==> src/rtl/imem_loader_if.sv <==
// rtl/imem_loader_if.sv - byte stream and instruction-memory write bus for imem_loader
interface imem_loader_if #(
   parameter int XLEN = 32,
   parameter int ILEN = 32
);
   logic [7:0]      byte_data;
   logic            byte_valid;
   logic            byte_ready;
   logic [XLEN-1:0] mem_addr;
   logic [ILEN-1:0] mem_wdata;
   logic            mem_write_en;

   // master: the loader (accepts bytes, drives memory writes)
   modport master (
      input  byte_data, byte_valid,
      output byte_ready, mem_addr, mem_wdata, mem_write_en
   );

   // slave: byte source and instruction memory side
   modport slave (
      output byte_data, byte_valid,
      input  byte_ready, mem_addr, mem_wdata, mem_write_en
   );
endinterface

==> src/rtl/imem_loader.sv <==
// rtl/imem_loader.sv - packs a length-prefixed LE byte stream into 32-bit instruction memory writes
module imem_loader #(
   parameter int unsigned XLEN      = 32,
   parameter int unsigned ILEN      = 32,
   parameter int unsigned BASE_ADDR = 0,
   parameter int unsigned MEM_BYTES = 1024
) (
   input  logic          clock,
   input  logic          reset,
   input  logic          restart,
   imem_loader_if.master bus,
   output logic          core_hold,
   output logic          load_done,
   output logic          load_error
);
   typedef enum logic [2:0] {
      S_HEADER,
      S_PAYLOAD,
      S_WRITE,
      S_DONE,
      S_ERROR
   } state_e;

   state_e          state_q, state_d;
   logic            byte_ready_q, byte_ready_d;
   logic [1:0]      cnt_q, cnt_d;
   logic [31:0]     len_q, len_d;
   logic [29:0]     words_q, words_d;
   logic [XLEN-1:0] addr_q, addr_d;
   logic [ILEN-1:0] wdata_q, wdata_d;
   logic            accept;
   logic [31:0]     hdr_len;

   assign accept  = bus.byte_valid && byte_ready_q;
   // full LEN as it will be once the 4th header byte lands
   assign hdr_len = {bus.byte_data, len_q[23:0]};

   always_ff @(posedge clock or posedge reset) begin
      if (reset) begin
         state_q      <= S_HEADER;
         byte_ready_q <= 1'b0;
         cnt_q        <= '0;
         len_q        <= '0;
         words_q      <= '0;
         addr_q       <= XLEN'(BASE_ADDR);
         wdata_q      <= '0;
      end else begin
         state_q      <= state_d;
         byte_ready_q <= byte_ready_d;
         cnt_q        <= cnt_d;
         len_q        <= len_d;
         words_q      <= words_d;
         addr_q       <= addr_d;
         wdata_q      <= wdata_d;
      end
   end

   always_comb begin
      state_d = state_q;
      cnt_d   = cnt_q;
      len_d   = len_q;
      words_d = words_q;
      addr_d  = addr_q;
      wdata_d = wdata_q;
      unique case (state_q)
         S_HEADER: begin
            if (accept) begin
               len_d[{cnt_q, 3'b000} +: 8] = bus.byte_data;
               cnt_d = cnt_q + 2'd1;
               if (cnt_q == 2'd3) begin
                  words_d = '0;
                  if (hdr_len[1:0] != 2'b00 || hdr_len > 32'(MEM_BYTES)) begin
                     state_d = S_ERROR;
                  end else if (hdr_len == 32'd0) begin
                     state_d = S_DONE;
                  end else begin
                     state_d = S_PAYLOAD;
                  end
               end
            end
         end
         S_PAYLOAD: begin
            if (accept) begin
               wdata_d[{cnt_q, 3'b000} +: 8] = bus.byte_data;
               cnt_d = cnt_q + 2'd1;
               if (cnt_q == 2'd3) begin
                  state_d = S_WRITE;
               end
            end
         end
         S_WRITE: begin
            addr_d  = addr_q + XLEN'(4);
            words_d = words_q + 30'd1;
            state_d = (words_d == len_q[31:2]) ? S_DONE : S_PAYLOAD;
         end
         S_DONE, S_ERROR: begin
            if (restart) begin
               state_d = S_HEADER;
               addr_d  = XLEN'(BASE_ADDR);
               cnt_d   = '0;
            end
         end
         default: state_d = S_HEADER;
      endcase
      // registered from next state: no combinational path from byte_valid
      byte_ready_d = (state_d == S_HEADER) || (state_d == S_PAYLOAD);
   end

   assign bus.byte_ready   = byte_ready_q;
   assign bus.mem_addr     = addr_q;
   assign bus.mem_wdata    = wdata_q;
   assign bus.mem_write_en = (state_q == S_WRITE);
   assign core_hold        = (state_q != S_DONE);
   assign load_done        = (state_q == S_DONE);
   assign load_error       = (state_q == S_ERROR);
endmodule

==> src/flat_wrapper.sv <==
// flat-port wrapper written by rule: the top's interface ports become plain ports
module imem_loader_flat 
#(
   parameter int unsigned XLEN      = 32,
   parameter int unsigned ILEN      = 32,
   parameter int unsigned BASE_ADDR = 0,
   parameter int unsigned MEM_BYTES = 1024
)
  (clock, reset, restart, core_hold, load_done, load_error, bus_byte_data, bus_byte_valid, bus_byte_ready, bus_mem_addr, bus_mem_wdata, bus_mem_write_en);
  imem_loader_if #(.XLEN(XLEN), .ILEN(ILEN)) bus_i ();
  input  logic clock;
  input  logic reset;
  input  logic restart;
  output logic core_hold;
  output logic load_done;
  output logic load_error;
  input wire logic [$bits(bus_i.byte_data)-1:0] bus_byte_data;
  input wire logic [$bits(bus_i.byte_valid)-1:0] bus_byte_valid;
  output wire logic [$bits(bus_i.byte_ready)-1:0] bus_byte_ready;
  output wire logic [$bits(bus_i.mem_addr)-1:0] bus_mem_addr;
  output wire logic [$bits(bus_i.mem_wdata)-1:0] bus_mem_wdata;
  output wire logic [$bits(bus_i.mem_write_en)-1:0] bus_mem_write_en;
  assign bus_i.byte_data = bus_byte_data;
  assign bus_i.byte_valid = bus_byte_valid;
  assign bus_byte_ready = bus_i.byte_ready;
  assign bus_mem_addr = bus_i.mem_addr;
  assign bus_mem_wdata = bus_i.mem_wdata;
  assign bus_mem_write_en = bus_i.mem_write_en;
  imem_loader #(.XLEN(XLEN), .ILEN(ILEN), .BASE_ADDR(BASE_ADDR), .MEM_BYTES(MEM_BYTES)) u_core (.clock(clock), .reset(reset), .restart(restart), .bus(bus_i), .core_hold(core_hold), .load_done(load_done), .load_error(load_error));
endmodule
==> config.mk <==
export PLATFORM = sky130hd
export DESIGN_NAME = imem_loader_flat
export DESIGN_NICKNAME = d
export VERILOG_FILES = /design/src/rtl/imem_loader_if.sv /design/src/rtl/imem_loader.sv /design/src/flat_wrapper.sv
export SDC_FILE = /design/constraint.sdc
export NUM_CORES = 1
export LEC_CHECK = 0
export BUFFER_PORTS_ARGS = -buffer_cell sky130_fd_sc_hd__buf_2
export CAP_MARGIN = 20
export CORE_MARGIN = 2
export CORE_UTILIZATION = 60
export DETAILED_ROUTE_END_ITERATION = 10
export PLACE_DENSITY = 0.87
export SYNTH_ARGS = -nofsm -noshare
export SYNTH_HDL_FRONTEND = slang
export SYNTH_SLANG_ARGS = --single-unit
export TNS_END_PERCENT = 50
==> constraint.sdc <==
create_clock -name clock -period 7.4 [get_ports clock]
set_input_delay 1.11 -clock clock [delete_from_list [all_inputs] [get_ports clock]]
set_output_delay 1.11 -clock clock [all_outputs]
set_load 0.02 [all_outputs]
==> results.yml, run 1 <==
cts:
  cts_setup_buffers: 0
  cts-root-buf: "clkbuf_16"
  cts_resized: 0
  cts_tree: "done"
  clk_pin_slew_ns: 0.06
  clockBufferDepth: 2
  htree_num_levels: 4
  cts_buffers: 17
  cts.sinks: 130
  holdBufCountCts: 0
  clk_latency_ns: 0.43
sta:
  clock.fmax_ghz: 0.262
  setup_tns_ns: 0
  finalCritPeriodShare_pct: 51.6
  max-slew-margin-rel_pct: 34.7
  setup_viol: 0
  rsz0062_at_grt: "no"
  holdWs_ns: 0.482
  fin_skew_ns: 0.00912
  worst_slack_ns: 3.58
  drv_slew: 0
  tightestPinTransition_ns: 0.980
  period_needed_ns: 3.82
  hold_viol: 0
die:
  initial_core_util_pct: 61.1
  rows: 39
  core_area_sq_um: 11300
  dieArea_sq_um: 12400
  ios: 81
  fp.dieH_um: 111
  die_x_um: 111
yosys:
  synth_seq_cells: 130
  synth.area.mux_share_pct: 0.326
  synth_top_family_by_area: "simple AND/OR/NAND/NOR gates"
  syn_inst: 769
  yosysSeqAreaShare_pct: 47.0
  synth.distinct_cells: 65
  synth_warnings: 0
  synthFlopType: "dfrtp_1"
  synth_xor_area_share_pct: 8.52
  synth_edf_count: 0
  synth_compound_area_share_pct: 16.7
  syn_area_sq_um: 6920
  synth-adder-area-share_pct: 1.27
  synth_simple_gate_area_share_pct: 22.8
  async_flop_share_pct: 100
  synth.avg_cell_area_sq_um: 9.00
detailed_routing:
  wl_um: 17700
  ant_nets: 0
  vias: 6240
  drc: 0
  drt-pass1-iter-count: 7
  drt-wirelength-per-cell_um: 17.9
  avgViaCountPerCell: 6.33
  drt_iter0_drc: 534
global_routing:
  grt_pass1_vias: 5935
  grt_max_degree: 82
  grt_usage_pct: 29.7
  grt-ovfl-total: 0
  antenna_found_initial: 0
  grt_pass1_wl_um: 29400
worst_setup_path:
  critPathLaunchType: "register"
  crit_type: "reg2out"
  cpPeakStageDelay_ns: 0.67
  cp_slowest_cell: "clkinv_1"
  path_delay_family: "buffers and inverters"
  crit_path_end_kind: "output pin"
  cp_max_fo: 43
  cp.buffers_inverters: 3
  crit_required_ns: 6.29
  path_cells: "or3b_2 > buf_4 > clkinv_1 > buf_2"
  arrival_ns: 2.71
power:
  p_leak_uw: 0.00362
  power.density_nw_per_um2: 389
  ir_drop_mv: 0.259
  power_uw: 3100
finish:
  most-common-layout-cells: "dfrtp_1 (130), nand2_1 (125), o21ai_0 (93)"
  drive_gt1_share_pct: 14.7
  area_growth_pct: 15.3
  layout_commonest_cell: "dfrtp_1"
  layout.nets: 849
  post-route-util_pct: 70.5
  diodes: 0
placed_design:
  gp_congestion: 0.936
  dpl_worst_slack_ns: 3.74
  dpl.hpwl_um: 12200
  io_buffers: 78
worst_hold_path:
  hold_class: "reg2reg"
run_status:
  status: "finished, final reports clean"
flow_run:
  drv_cap: 0
==> sequential cells by signal (all words and copies together), names as in the netlist <==
| name | count |
|---|---|
| u_core.bus.mem_wdata | 32 |
| u_core.words_q | 30 |
| u_core.bus.mem_addr | 30 |
| u_core.bus.byte_ready | 1 |
| u_core.cnt_q | 2 |
| u_core.len_q | 32 |
| u_core.state_q | 3 |
==> report_power, final <==
part | switching (uW) | internal [uW] | total (uW)
logic | 579 | 426 | 1010
registers | 311 | 913 | 1220
clock network | 333 | 543 | 875
==> worst register-to-register path: cells and delay by family (launching register included) <==
family                     cells  cell delay (ns)
DFF                            1             0.51
and+or+nand+nor                5             2.38
AOI/OAI and AO/OA              1             0.19
xor gates and xnor gates       1             0.21
adders and majority gates      1             0.32
==> stage by stage <==
| stage | cell area [sq um] | std cells |
|---|---|---|
| final | 7980 | 986 |
| after global routing | 7980 | 986 |
| after CTS | 7960 | 985 |
| after detailed placement | 7340 | 953 |
| after global placement | 7340 | 953 |
| after floorplan | 6920 | 770 |
==> cell usage after synthesis, drive strengths merged, types with 12 or more instances <==
master | instances | area (sq um)
nand4 | 19 | 134
a21oi | 14 | 70.1
a22o | 21 | 184
xor2 | 30 | 263
nor4 | 12 | 81.3
inv | 14 | 52.6
dfrtp | 130 | 3250
nand2 | 125 | 469
clkbuf | 30 | 113
nand3 | 30 | 155
xnor2 | 32 | 280
o21ai | 94 | 470
nor3 | 20 | 100
nor2 | 63 | 236
==> cells by family (layout without fill, tap and decap cells) <==
| logic type | count (synthesis) | in the layout |
|---|---|---|
| buf+inv | 56 | 129 |
| simple gates | 325 | 325 |
| fa+ha+maj | 7 | 7 |
| xor+xnor | 64 | 64 |
| mux | 2 | 2 |
| compound gates | 184 | 184 |
| flops | 130 | 130 |
| other cells | 1 | 2 |
==> per-layer routing <==
layer / wire (um) / global-route usage, %
met1: 7180 / 38.1
met2: 8490 / 47.9
met3: 1460 / 8.06
met4: 552 / 12.8
met5: 0 / 0
==> cell type report <==
type	count	area, sq um
inverter	15	58.8
multi-input combinational	584	3440
clock buffer	18	439
timing repair buffer	82	428
fill	793	3340
clock inverter	14	179
tap	143	179
sequential	130	3250
==> worst paths after layout <==
path / from / endpoint / slack [ns] / depth (start not counted)
worst max-delay path: u_core.state_q[1] / bus_mem_write_en / 3.58 / 4
worst min-delay path: u_core.bus.mem_wdata[23] / u_core.bus.mem_wdata[23] / 0.48 / 2
worst max register to register: u_core.words_q[0] / u_core.bus.byte_ready / 3.70 / 8
worst min register to register: u_core.bus.mem_wdata[23] / u_core.bus.mem_wdata[23] / 0.48 / 2
max in group asynchronous: reset / u_core.len_q[29] / 5.22 / 3
min in group asynchronous: reset / u_core.bus.mem_addr[29] / 0.76 / 2
(Power assumes the default switching activity.)
==> run 2, diff against run 1 <==
--- a/config.mk
+++ b/config.mk
@@ -5,12 +5,13 @@
 export SDC_FILE = /design/constraint.sdc
 export NUM_CORES = 1
 export LEC_CHECK = 0
+export ABC_AREA = 1
 export BUFFER_PORTS_ARGS = -buffer_cell sky130_fd_sc_hd__buf_2
 export CAP_MARGIN = 20
 export CORE_MARGIN = 2
-export CORE_UTILIZATION = 60
+export CORE_UTILIZATION = 59
 export DETAILED_ROUTE_END_ITERATION = 10
-export PLACE_DENSITY = 0.87
+export PLACE_DENSITY = 0.85
 export SYNTH_ARGS = -nofsm -noshare
 export SYNTH_HDL_FRONTEND = slang
 export SYNTH_SLANG_ARGS = --single-unit
==> constraint.sdc (replaced) <==
create_clock -name clock -period 3.95 [get_ports clock]
set_input_delay 0.5925 -clock clock [delete_from_list [all_inputs] [get_ports clock]]
set_output_delay 0.5925 -clock clock [all_outputs]
set_load 0.02 [all_outputs]
==> results.yml, run 2 <==
die:
  die_x_um: 117
  dieArea_sq_um: 13700
  core_area_sq_um: 12500
  initial_core_util_pct: 60.0
  ios: 81
  rows: 41
  fp.dieH_um: 117
yosys:
  synthTopCellsByArea: "dfrtp_1 (43%), nand2_1 (13%), inv_1 (6.1%)"
  syn_area_sq_um: 7510
  synth_seq_cells: 130
  synth_warnings: 0
  synth_top_area_share_pct: 43.3
  yosysTopAreaCell: "dfrtp_1"
  syn_inst: 991
  yosysSeqAreaShare_pct: 43.3
  synth.most_common_cell: "nand2_1"
  synthFlopType: "dfrtp_1"
  synth_edf_count: 0
  synth.distinct_cells: 45
  ys_top_cells_by_count: "nand2_1 (262), dfrtp_1 (130), inv_1 (123)"
  synth.avg_cell_area_sq_um: 7.58
  async_flop_share_pct: 100
flow_run:
  drv_cap: 0
sta:
  fin_skew_ns: 0.00806
  period_needed_ns: 2.50
  hold_viol: 0
  tightestPinTransition_ns: 0.842
  drv_slew: 0
  max-slew-margin-rel_pct: 43.6
  setup_viol: 0
  finalCritPeriodShare_pct: 63.4
  clock.fmax_ghz: 0.399
  setup_tns_ns: 0
  rsz0062_at_grt: "no"
worst_setup_path:
  crit_required_ns: 4.26
  reg2reg_slack_ns: 1.45
  cp_slowest_cell: "clkinv_1"
  reg2regPathDepth: 6
  arrival_ns: 2.81
  crit_type: "reg2reg"
  reg2reg_from: "u_core.cnt_q[0]"
  critPathLaunchType: "register"
  cp_max_fo: 27
  cpPeakStageDelay_ns: 0.71
  path_delay_family: "buffers and inverters"
  cp.buffers_inverters: 2
  crit_path_end_kind: "register"
  r2r-end: "u_core.words_q[20]"
  setup.worst_path.start: "u_core.cnt_q[0]"
  path_cells: "ha_1 > inv_1 > o21ai_0 > nand3_1 > clkinv_1 > o22ai_1"
finish:
  seq_area_sq_um: 3250
  multi_input_area_sq_um: 3710
  nFillCells: 1036
  layout.nets: 1096
  layout_commonest_cell: "nand2_1"
  diodes: 0
  most-common-layout-cells: "nand2_1 (262), dfrtp_1 (130), inv_1 (122)"
  area_growth_pct: 14.6
  drive_gt1_share_pct: 16.3
detailed_routing:
  drt-wirelength-per-cell_um: 16.3
  drc: 0
  drt-pass1-iter-count: 6
  ant_nets: 0
  drt_iter0_drc: 723
  wl_um: 20600
  vias: 7287
  avgViaCountPerCell: 5.78
cts:
  htree_num_levels: 4
  cts-root-buf: "clkbuf_16"
  cts_tree: "done"
  clk_latency_ns: 0.43
  cts_resized: 0
  cts_buffers: 17
  cts_setup_buffers: 0
  clockBufferDepth: 2
  clk_pin_slew_ns: 0.06
  holdBufCountCts: 0
  cts.sinks: 130
power:
  ir_drop_mv: 0.513
  power.density_nw_per_um2: 710
  power_uw: 6110
  p_leak_uw: 0.00425
run_status:
  status: "finished, final reports clean"
global_routing:
  antenna_found_initial: 0
  grt_pass1_wl_um: 33700
  grt_max_degree: 103
  grt_pass1_vias: 6807
  grt-ovfl-total: 0
  grt_usage_pct: 32.3
placed_design:
  dpl.hpwl_um: 15000
  io_buffers: 78
  gp_congestion: 0.991
worst_hold_path:
  hold_class: "in2async"
-- run 2: cell types whose count changed in the layout (fill, tap and decap cells not counted), sizes merged, moves of 13 or more --
cell / before / now
o21ai: 94 / 57
nor3: 20 / 33
xor2: 30 / 12
a22o: 21 / 1
nand3: 30 / 77
nand2: 125 / 269
inv: 17 / 128
o22ai: 2 / 20
nor2: 63 / 137
mux2: 2 / 30
xnor2: 32 / 1
-- run 2: layer usage --
layer	vias up	track usage [%]	share of wire (%)
met5	-	0	0
met4	0	13.7	3.2
met3	60	6.54	8.0
met2	365	50.8	48
met1	3447	44.1	41
li1	3415	-	-
-- run 2: kinds of logic (layout without fill, tap and decap cells) --
group	count (synthesis)	after routing	synth area share, %
AOI/OAI and AO/OA	107	107	8.03
xor gates and xnor gates	15	15	2.11
adders and majority gates	7	7	1.17
buffers and inverters	144	241	7.38
DFF	130	130	43.3
muxes	30	30	4.50
other	1	2	0.0499
and+or+nand+nor	557	557	33.5
-- run 2: cell type report --
type	count	area share, %
Sequential cell	130	37.8
Inverter	129	5.67
Clock inverter	12	1.02
Tap cell	172	2.50
Clock buffer	19	5.03
Timing Repair Buffer	81	4.94
Multi-Input combinational cell	718	43.1
-- run 2: worst register-to-register path: cells and delay by family, from the launching register on --
family | cells | cell delay [ns]
buffers and inverters | 2 | 0.81
AO/OA/AOI/OAI | 2 | 0.62
flip-flops | 1 | 0.47
adder cells (fa/ha/maj) | 1 | 0.25
AND/OR/NAND/NOR | 1 | 0.24
-- run 2: worst max path at each step --
stage                                 end  depth (start not counted)
floorplan           u_core.bus.byte_ready                          1
global placement       u_core.words_q[11]                          6
detailed placement      u_core.words_q[9]                          6
finish                 u_core.words_q[20]                          6
global route           u_core.words_q[20]                          6
CTS                    u_core.words_q[20]                          6
-- run 2: stage by stage --
step | setup slack (ns) | hold WS, ns | std cells | utilization [%] | area [sq um]
4_1_cts | 1.52 | 0.263 | 1261 | 68.8 | 8610
2_1_floorplan | 1.75 | 0.489 | 992 | - | 7520
5_1_grt | 1.24 | 0.292 | 1261 | 68.8 | 8610
3_3_place_gp | 1.57 | 0.460 | 1230 | 64.7 | 8090
6_report | 1.45 | 0.258 | 1261 | 68.8 | 8610
3_5_place_dp | 1.42 | 0.459 | 1230 | 64.7 | 8090
-- run 2: power by group --
group,internal [uW],leakage (uW),switching [uW]
Combinational,812,0.00224,1710
Sequential,1770,0.00176,420
Clock,797,0.000242,609
==> run 3, diff against run 2 <==
==> constraint.sdc (replaced) <==
create_clock -name clock -period 2.4 [get_ports clock]
set_input_delay 0.36 -clock clock [delete_from_list [all_inputs] [get_ports clock]]
set_output_delay 0.36 -clock clock [all_outputs]
set_load 0.02 [all_outputs]
==> results.yml, run 3 (synthesis gave the netlist of run 2 again) <==
run_status:
  status: "finished, final reports clean"
power:
  p_leak_uw: 0.00436
  ir_drop_mv: 0.721
  power_uw: 10400
  power.density_nw_per_um2: 1180
detailed_routing:
  drt-wirelength-per-cell_um: 16.4
  vias: 7258
  drt-pass1-iter-count: 5
  drt_iter0_drc: 721
  wl_um: 21000
  drc: 0
  ant_nets: 0
  avgViaCountPerCell: 5.68
placed_design:
  dpl.hpwl_um: 15300
  io_buffers: 78
  gp_congestion: 0.972
  dp_cells: 1243
finish:
  stdcell_count: 1277
  seq_area_sq_um: 3250
  drive_gt1_share_pct: 18.2
  layout.nets: 1113
  diodes: 0
  layout_commonest_cell: "nand2_1"
  area_growth_pct: 17.1
  most-common-layout-cells: "nand2_1 (261), dfrtp_1 (129), inv_1 (122)"
  multi_input_area_sq_um: 3720
  nFillCells: 1027
  post-route-util_pct: 70.3
global_routing:
  antenna_found_initial: 0
  grt_usage_pct: 32.5
  grt-ovfl-total: 0
  grt_pass1_vias: 6685
  grt_max_degree: 131
  grt_pass1_wl_um: 33400
worst_setup_path:
  cpPeakStageDelay_ns: 0.45
  crit_required_ns: 2.70
  cp_max_fo: 7
  path_cells: "ha_1 > nand2_2 > nor2_4 > buf_4 > nand2_1 > nand2_1 > nand2_1 > nand2_1 > nor2_1 > nand2_1 > nor2_1 > nand2_1 > nor2_1 > nand2_1 > nor2_1 > nand2_1 > nand2_2 > nor2_2"
  crit_type: "reg2reg"
  critPathLaunchType: "register"
  path_common_cell: "nand2_1"
  arrival_ns: 2.56
  crit_path_end_kind: "register"
  cp_slowest_cell: "dfrtp_2"
worst_hold_path:
  hold_class: "in2async"
sta:
  fin_skew_ns: 0.0105
  drv_slew: 0
  clock.fmax_ghz: 0.443
  setup_viol: 0
  period_needed_ns: 2.26
  hold_viol: 0
  max-slew-margin-rel_pct: 52.0
  tightestPinTransition_ns: 0.720
  finalCritPeriodShare_pct: 94.1
die:
  die_x_um: 117
  initial_core_util_pct: 60.0
  ios: 81
  fp.dieH_um: 117
  rows: 41
  core_area_sq_um: 12500
  dieArea_sq_um: 13700
cts:
  cts.sinks: 130
  cts_buffers: 17
  cts-root-buf: "clkbuf_16"
  htree_num_levels: 4
  clk_latency_ns: 0.44
  clockBufferDepth: 2
  clk_pin_slew_ns: 0.06
  cts_tree: "done"
flow_run:
  drv_cap: 0
run 3: changes by cell type in the layout (fill, tap and decap cells not counted), sizes merged:
cell and delta:
buf +17, bufinv +1, clkbuf -1, clkinvlp -1
run 3: repair_timing:
| action | CTS | global route |
|---|---|---|
| hold endpoints to repair | 0 | 0 |
| setup endpoints to repair | 0 | 4 |
| setup buffers | 0 | 4 |
| resized for setup | 0 | 6 |
| hold buffers | 0 | 0 |
run 3: metrics by stage:
stage / worst slack [ns] / setup TNS (ns) / instance area (sq um) / hold slack [ns]
after floorplan: 0.422 / 0 / 7520 / 0.489
after global placement: 0.238 / 0 / 8200 / 0.456
after detailed placement: 0.181 / 0 / 8200 / 0.459
after CTS: 0.163 / 0 / 8750 / 0.164
after global routing: -0.00965 / -0.00965 / 8800 / 0.169
final: 0.142 / 0 / 8800 / 0.100
run 3: layout make-up:
type	count	area share, %
well taps	172	2.45
clock buffers	18	4.99
clock inverters	12	1.25
flip-flops and latches	130	37.0
inverters	129	5.54
multi-input cells	718	42.3
repair buffers	98	6.47
run 3: power breakdown:
group	internal [uW]	total, uW	switching [uW]
clock	1440	2450	1010
combinational	1480	4330	2850
sequential	2910	3610	700
run 3: path summary, 6_finish.rpt:
check                                           to  slack [ns]                     from  cells past startpoint
max reg2reg                  u_core.bus.byte_ready        0.14        u_core.words_q[0]                     18
min reg2reg                u_core.bus.mem_wdata[4]        0.47  u_core.bus.mem_wdata[4]                      2
min                        u_core.bus.mem_wdata[4]        0.10                    reset                      3
max in group asynchronous        u_core.words_q[0]        1.70                    reset                      3
min in group clock                 u_core.len_q[0]        0.24         bus_byte_data[0]                      3
max                          u_core.bus.byte_ready        0.14        u_core.words_q[0]                     18
run 3: per-layer routing:
layer	up-vias	global-route usage, %	share of wire (%)
met5	-	0	0
met2	370	50.4	46
met3	52	6.69	8.5
li1	3443	-	-
met1	3393	45.1	42
met4	0	12.9	3.1
run 3: critical path, delay by kind of cell (launching register included):
family | cells | cell delay (ns)
simple gates | 16 | 1.30
buf+inv | 1 | 0.13
flops | 1 | 0.45
fa+ha+maj | 1 | 0.25
